File: src/rtl/graphics_processor.sv
// graphics_processor: paint-command executor for the 640x480 RGB444 frame buffer.
// Latches one rectangle command (solid fill or 1-pixel outline), scans its box
// row-major at one coordinate per clock onto the VRAM write port, then holds
// gp_finish until the requester drops gp_en.
// Optional build macro GP_CLIP_EN: clamps the bottom-right corner to the visible
// area at latch time and skips the scan entirely for an empty box.
module graphics_processor #(
    parameter int H_RES   = 640,
    parameter int V_RES   = 480,
    parameter int COLOR_W = 12,
    parameter int ADDR_W  = 19,
    localparam int X_W    = $clog2(H_RES),
    localparam int Y_W    = $clog2(V_RES)
) (
    input  logic               clk,
    input  logic               rst,
    input  logic               gp_en,
    input  logic               gp_opcode,
    input  logic [X_W-1:0]     gp_tl_x,
    input  logic [Y_W-1:0]     gp_tl_y,
    input  logic [X_W-1:0]     gp_br_x,
    input  logic [Y_W-1:0]     gp_br_y,
    input  logic [COLOR_W-1:0] gp_arg,
    output logic               gp_finish,
    output logic               vram_we,
    output logic [ADDR_W-1:0]  vram_addr,
    output logic [COLOR_W-1:0] vram_data
);

    typedef enum logic [1:0] {ST_IDLE, ST_DRAW, ST_DONE} state_t;

    state_t             r_state;
    logic               r_op;
    logic [X_W-1:0]     r_tl_x;
    logic [X_W-1:0]     r_br_x;
    logic [X_W-1:0]     r_x;
    logic [Y_W-1:0]     r_tl_y;
    logic [Y_W-1:0]     r_br_y;
    logic [Y_W-1:0]     r_y;
    logic [COLOR_W-1:0] r_arg;

    logic               w_last;
    logic               w_edge;
    logic [ADDR_W-1:0]  w_addr;

    // Scan-position decode: final coordinate, outline membership, linear address.
    // The row pitch of 640 is built as y*512 + y*128 so no multiplier is needed.
    assign w_last = (r_x == r_br_x) && (r_y == r_br_y);
    assign w_edge = (r_x == r_tl_x) || (r_x == r_br_x) ||
                    (r_y == r_tl_y) || (r_y == r_br_y);
    assign w_addr = (ADDR_W'(r_y) << 9) + (ADDR_W'(r_y) << 7) + ADDR_W'(r_x);

`ifdef GP_CLIP_EN
    logic [X_W-1:0] w_clip_br_x;
    logic [Y_W-1:0] w_clip_br_y;
    logic           w_clip_empty;

    // Clamp the requested bottom-right corner to the last visible pixel.
    assign w_clip_br_x  = (gp_br_x > X_W'(H_RES - 1)) ? X_W'(H_RES - 1) : gp_br_x;
    assign w_clip_br_y  = (gp_br_y > Y_W'(V_RES - 1)) ? Y_W'(V_RES - 1) : gp_br_y;
    assign w_clip_empty = (gp_tl_x > w_clip_br_x) || (gp_tl_y > w_clip_br_y);
`endif

    // Command FSM with registered VRAM port and handshake outputs.
    // NOTE: non-blocking assignments everywhere here, so every output is a true
    // flop and all branches see the pre-edge values of r_x/r_y together.
    always_ff @(posedge clk) begin
        if (rst) begin
            r_state   <= ST_IDLE;
            r_op      <= 1'b0;
            r_tl_x    <= '0;
            r_br_x    <= '0;
            r_x       <= '0;
            r_tl_y    <= '0;
            r_br_y    <= '0;
            r_y       <= '0;
            r_arg     <= '0;
            gp_finish <= 1'b0;
            vram_we   <= 1'b0;
            vram_addr <= '0;
            vram_data <= '0;
        end else begin
            case (r_state)
                ST_IDLE: begin
                    gp_finish <= 1'b0;
                    vram_we   <= 1'b0;
                    vram_addr <= '0;
                    vram_data <= '0;
                    if (gp_en) begin
                        r_op   <= gp_opcode;
                        r_tl_x <= gp_tl_x;
                        r_tl_y <= gp_tl_y;
                        r_x    <= gp_tl_x;
                        r_y    <= gp_tl_y;
                        r_arg  <= gp_arg;
`ifdef GP_CLIP_EN
                        r_br_x  <= w_clip_br_x;
                        r_br_y  <= w_clip_br_y;
                        r_state <= w_clip_empty ? ST_DONE : ST_DRAW;
`else
                        r_br_x  <= gp_br_x;
                        r_br_y  <= gp_br_y;
                        r_state <= ST_DRAW;
`endif
                    end
                end

                ST_DRAW: begin
                    if (!gp_en) begin
                        // Requester withdrew: drop the command without finishing.
                        r_state   <= ST_IDLE;
                        vram_we   <= 1'b0;
                        vram_addr <= '0;
                        vram_data <= '0;
                    end else begin
                        // Outline mode still spends a cycle on interior pixels.
                        vram_we   <= !r_op || w_edge;
                        vram_addr <= w_addr;
                        vram_data <= r_arg;
                        if (w_last) begin
                            r_state <= ST_DONE;
                        end else if (r_x == r_br_x) begin
                            r_x <= r_tl_x;
                            r_y <= r_y + 1'b1;
                        end else begin
                            r_x <= r_x + 1'b1;
                        end
                    end
                end

                ST_DONE: begin
                    vram_we   <= 1'b0;
                    vram_addr <= '0;
                    vram_data <= '0;
                    if (gp_en) begin
                        gp_finish <= 1'b1;
                    end else begin
                        gp_finish <= 1'b0;
                        r_state   <= ST_IDLE;
                    end
                end

                default: begin
                    r_state <= ST_IDLE;
                end
            endcase
        end
    end

endmodule

File: config.mk
export PLATFORM = sky130hd
export DESIGN_NAME = graphics_processor
export DESIGN_NICKNAME = d
export VERILOG_FILES = /design/src/rtl/graphics_processor.sv
export SDC_FILE = /design/constraint.sdc
export NUM_CORES = 1
export LEC_CHECK = 0
export CORE_ASPECT_RATIO = 0.7
export CORE_MARGIN = 5
export CORE_UTILIZATION = 40
export DETAILED_ROUTE_END_ITERATION = 8
export PLACE_DENSITY = 0.62
export SLEW_MARGIN = 5
export SYNTH_ARGS = -nofsm -noshare
export SYNTH_HDL_FRONTEND = slang
export SYNTH_SLANG_ARGS = --single-unit
File: constraint.sdc
create_clock -name clk -period 3.74 [get_ports clk]
set_input_delay 0.561 -clock clk [delete_from_list [all_inputs] [get_ports clk]]
set_output_delay 0.561 -clock clk [all_outputs]
set_load 0.01 [all_outputs]
# Yosys cells after proc, flatten, opt, wreduce, memory -nomap -nowiden
# Index checks and enable logic that the tools add are counted.
# classes
n_addsub	4
n_eq_ne	12
mux	23
n_reduce_logical	15
# ops
cell	count
10-bit 2-to-1 mux	4
19-bit one-hot mux with 2 select lines	1
9-bit 2-to-1 mux	4
12-bit one-hot mux with 2 select lines	1
10-bit equality test	2
10-bit one-hot mux with 2 select lines	1
18-bit by 16-bit adder with 19-bit output	1
19-bit by 10-bit adder with 19-bit output	1
19-bit 2-to-1 mux	1
9-bit equality test	2
9-bit one-hot mux with 2 select lines	1
12-bit 2-to-1 mux	1
10-bit by 1-bit adder with 10-bit output, second input constant	1
2-bit inequality test, second input constant	5
9-bit by 1-bit adder with 9-bit output, second input constant	1
2-bit 2-to-1 mux	4
2-bit one-hot mux with 3 select lines	1
2-bit nonzero test	3
5-bit AND reduction	1
1-bit logical OR	4
1-bit one-hot mux with 2 select lines	2
4-bit AND reduction	1
3-bit inequality test, second input constant	1
3-bit AND reduction	1
other kinds (8)	9
# word_totals
ff_bits	105
in_bits	54

# Logic depth before layout (Yosys ltp)
# depth
word_depth	7
mapped_depth	10
mapped_depth_nobuf	10

# Least setup slack after synthesis
# No wires, ideal clock.
# synth_path
path_type	reg-to-reg
startpoint	reg r_y[0]
endpoint	reg vram_addr[17]
n_path_buf	0
synth_period_minus_slack_ns	2.691
path_slack_ns	1.049
arrival_time_ns	2.569
stages_incl_launch_ff	11
setup_ns	0.122
path_cell_list	dfxtp_1 inv_1 fa_1 inv_1 ha_1 a211oi_1 o21ai_0 a21o_1 a41oi_1 nor4_1 a311o_1
# synth_via
elab_chain_len	4
# synth_lines
element	line_no	text
start: declaration	39	logic [Y_W-1:0] r_y;
start signal: assignment	94	r_y <= gp_tl_y;
start signal: assignment	124	r_y <= r_y + 1'b1;
18-bit by 16-bit adder with 19-bit output	51	assign w_addr = (ADDR_W'(r_y) << 9) + (ADDR_W'(r_y) << 7) + ADDR_W'(r_x);
19-bit by 10-bit adder with 19-bit output	51	
19-bit 2-to-1 mux	109	if (!gp_en) begin
19-bit one-hot mux with 2 select lines	83	case (r_state)
end signal: assignment	118	vram_addr <= w_addr;
end: declaration	26	output logic [ADDR_W-1:0] vram_addr,
# Every way passes these cells.
# A chain may end at the register's enable or synchronous reset.

# Worst setup path after layout
# Same ends and word-level chain as after synthesis.

==> flow_summary.json <==
{
  "synth_top_area_share": 0.398,
  "finalSetupViolCount": 0,
  "wire_per_inst_um": 16.4,
  "cts_tree": "done",
  "synth.area.top_cells": "dfxtp_1 (40%), nand2_1 (9.7%), a21oi_1 (7.0%)",
  "pin_count": 87,
  "syn_inst": 640,
  "grt_antenna_before_repair": 0,
  "crit_path_max_fanout": 7,
  "synthMostInstantiatedCell": "nand2_1",
  "reg2reg_setup_slack_ns": 0.67,
  "yosysSeqAreaShare": 0.398,
  "ys_ff_latch": 105,
  "start_util": 0.405,
  "fp.dieArea_um2": 15600,
  "cts.reportedPaths.clkPinSlew_ns": 0.07,
  "path_cells": "inv_1 -> fa_1 -> inv_1 -> ha_1 -> a211oi_1 -> o21ai_0 -> a21o_1 -> a41oi_1 -> nor4_1 -> a311o_1",
  "worstReg2RegStart": "r_y[0]",
  "overflow": 0,
  "crit_family": "compound AO/OA/AOI/OAI gates",
  "crit_path_top_delay_cell": "fa_1",
  "hold_start": "r_arg[7]",
  "synthesis.nets": 715,
  "hold_end": "r_arg[7]",
  "worst-path-buf-inv": 2,
  "status": "finished clean",
  "synth_area_um2": 5280,
  "clockBufferDepth": 2,
  "grt_pass1_vias": 4421,
  "finalPower_mw": 2.55,
  "first_pass_iters": 5,
  "synth_common_cells": "nand2_1 (136), dfxtp_1 (105), a21oi_1 (74)",
  "slew_viol_final": 0,
  "vias_per_cell": 5.48,
  "end_kind": "flip-flop",
  "place_congestion": 0.862,
  "drive_gt1_frac": 0.0589,
  "worstPathArrival_ns": 3.30,
  "drt_iter0_drc": 340,
  "post-route-min-period_ns": 3.07,
  "syn_avg_cell_area_um2": 8.25,
  "placementRows": 35,
  "cp_common_cell": "inv_1",
  "fin_nets": 766,
  "grt_max_degree": 61,
  "reg2regPathDepth": 10,
  "diodes": 0,
  "cts_resized": 0,
  "port_buffers": 86,
  "htree_levels": 3,
  "worstMarginPinSlew_ns": 1.10,
  "die-height_um": 106,
  "timing.final.ws_setup_ns": 0.673,
  "ant_nets": 0,
  "cp-start-kind": "flip-flop",
  "rsz0062_at_grt": "false",
  "report.final.hold_viol_count": 0,
  "synthToLayoutAreaGrowth_pct": 21.4,
  "die_x_um": 147,
  "ys_warn_count": 0,
  "hp-class": "reg -> reg",
  "num_vias": 4723,
  "ys_types": 59,
  "max_cap_viol_count": 0,
  "cts_made_buffers": 9,
  "totalWireLength_um": 14100,
  "setup.worst_path.class": "reg -> reg",
  "cts_setup_buffers": 0,
  "dp_hpwl_um": 9790,
  "fin_crit_sh": 0.820,
  "drc_errors": 0,
  "r2r_end": "vram_addr[17]",
  "cp_slowest_stage_delay_ns": 0.57,
  "timing.hold.ws_ns": 0.457,
  "synthFlopType": "dfxtp_1",
  "final_util": 0.491,
  "cts.sinks": 105,
  "max-vdd-ir-drop_uv": 254,
  "async_flop_share": 0,
  "postCtsHoldBufs": 0,
  "hold_depth": 2,
  "fmax_mhz": 326,
  "design.core.area_um2": 13100,
  "max_slew_margin": 0.266,
  "synth_top_cell_by_area": "dfxtp_1",
  "insertion_delay_ns": 0.35,
  "worstPathRequired_ns": 3.98,
  "p_leak_nw": 2.47,
  "synth-edff-count": 0,
  "skew_ns": 0.00769,
  "power_density_nw_per_um2": 398,
  "pre_cts_slack_ns": 0.725,
  "ctsRootBufferMaster": "clkbuf_16",
  "grt_pass1_wl_um": 22700,
  "fin_setup_tns_ns": 0,
  "grt.total_usage": 0.176
}
metal layers:
| layer | track usage | vias up | part of all wire |
|---|---|---|---|
| li1 | - | 2318 | - |
| met1 | 0.260 | 2229 | 0.50 |
| met2 | 0.262 | 162 | 0.42 |
| met3 | 0.0366 | 14 | 0.066 |
| met4 | 0.0419 | 0 | 0.0093 |
| met5 | 0 | - | 0 |
flip-flops by register name (all words and copies together) (netlist names), 2 cells and up:
| name | count |
|---|---|
| r_br_y | 9 |
| vram_addr | 19 |
| r_y | 9 |
| r_tl_y | 9 |
| r_br_x | 10 |
| r_x | 10 |
| vram_data | 12 |
| r_arg | 12 |
| r_state | 2 |
| r_tl_x | 10 |
report_power, final:
part / total (mW) / leakage, nW / internal (mW) / switching [mW]
sequential: 1.25 / 0.858 / 1.17 / 0.0759
clock: 0.884 / 0.125 / 0.453 / 0.431
combinational: 0.421 / 1.49 / 0.191 / 0.230
total: 2.55 / 2.47 / 1.82 / 0.737
metrics by stage:
stage	instances	area (um^2)
2_1_floorplan	640	5280
3_3_place_gp	846	6140
3_5_place_dp	846	6140
4_1_cts	862	6410
5_1_grt	862	6410
6_report	862	6410
worst min-delay path, cell delays in order, from the launching register on:
cell and delay (ns):
dfxtp_1 0.31, nand2_1 0.05, a21oi_1 0.05
cell families (layout without fill, tap and decap cells):
kind of cell / Yosys count / in the layout / synth area share
AOI/OAI and AO/OA: 150 / 150 / 0.184
and+or+nand+nor: 251 / 251 / 0.216
muxes: 2 / 2 / 0.00379
buffers and inverters: 62 / 118 / 0.0595
xor gates and xnor gates: 49 / 49 / 0.0856
adders and majority gates: 21 / 21 / 0.0526
DFF: 105 / 105 / 0.398
how the worst max path moves through the flow:
stage / startpoint / to / slack (ns) / depth (start not counted)
floorplan: r_y[0] / vram_addr[17] / 1.05 / 10
CTS: r_y[0] / vram_addr[17] / 0.71 / 10
global placement: r_y[0] / vram_addr[17] / 0.86 / 10
finish: r_y[0] / vram_addr[17] / 0.67 / 10
detailed placement: r_y[0] / vram_addr[17] / 0.72 / 10
global route: r_y[0] / vram_addr[17] / 0.51 / 10
final cells by class:
class | instances | area [um^2]
clock buffers | 10 | 229
clock inverters | 6 | 45.0
fillers | 1255 | 6640
inverters | 10 | 37.5
multi-input cells | 473 | 2870
flip-flops and latches | 105 | 2100
well taps | 166 | 208
repair buffers | 92 | 916
cell usage in the layout, fill, tap and decap left out, types with 3 or more instances in the layout:
master | synthesis | routed
nand2_1 | 136 | 136
dfxtp_1 | 105 | 105
clkdlybuf4s50_1 | 0 | 85
a21oi_1 | 74 | 74
nor2_1 | 46 | 45
xor2_1 | 30 | 30
a22oi_1 | 27 | 27
ha_1 | 19 | 19
xnor2_1 | 16 | 16
nor3_1 | 11 | 11
inv_1 | 10 | 10
nand3_1 | 10 | 10
clkbuf_16 | 0 | 9
nand4_1 | 8 | 8
o211ai_1 | 8 | 8
a311oi_1 | 7 | 7
o32ai_1 | 6 | 6
buf_4 | 1 | 6
or3_1 | 5 | 5
o21ai_0 | 5 | 5
nor4_1 | 4 | 4
nand2b_1 | 4 | 3
xnor2_2 | 3 | 3
nor2b_1 | 3 | 3
or2_2 | 3 | 3
and3_1 | 3 | 3
a21o_1 | 3 | 3
and4_1 | 3 | 3
a221o_1 | 3 | 3
nand3b_1 | 3 | 3
clkinvlp_4 | 0 | 3
Power figures use the tool's default switching activity.
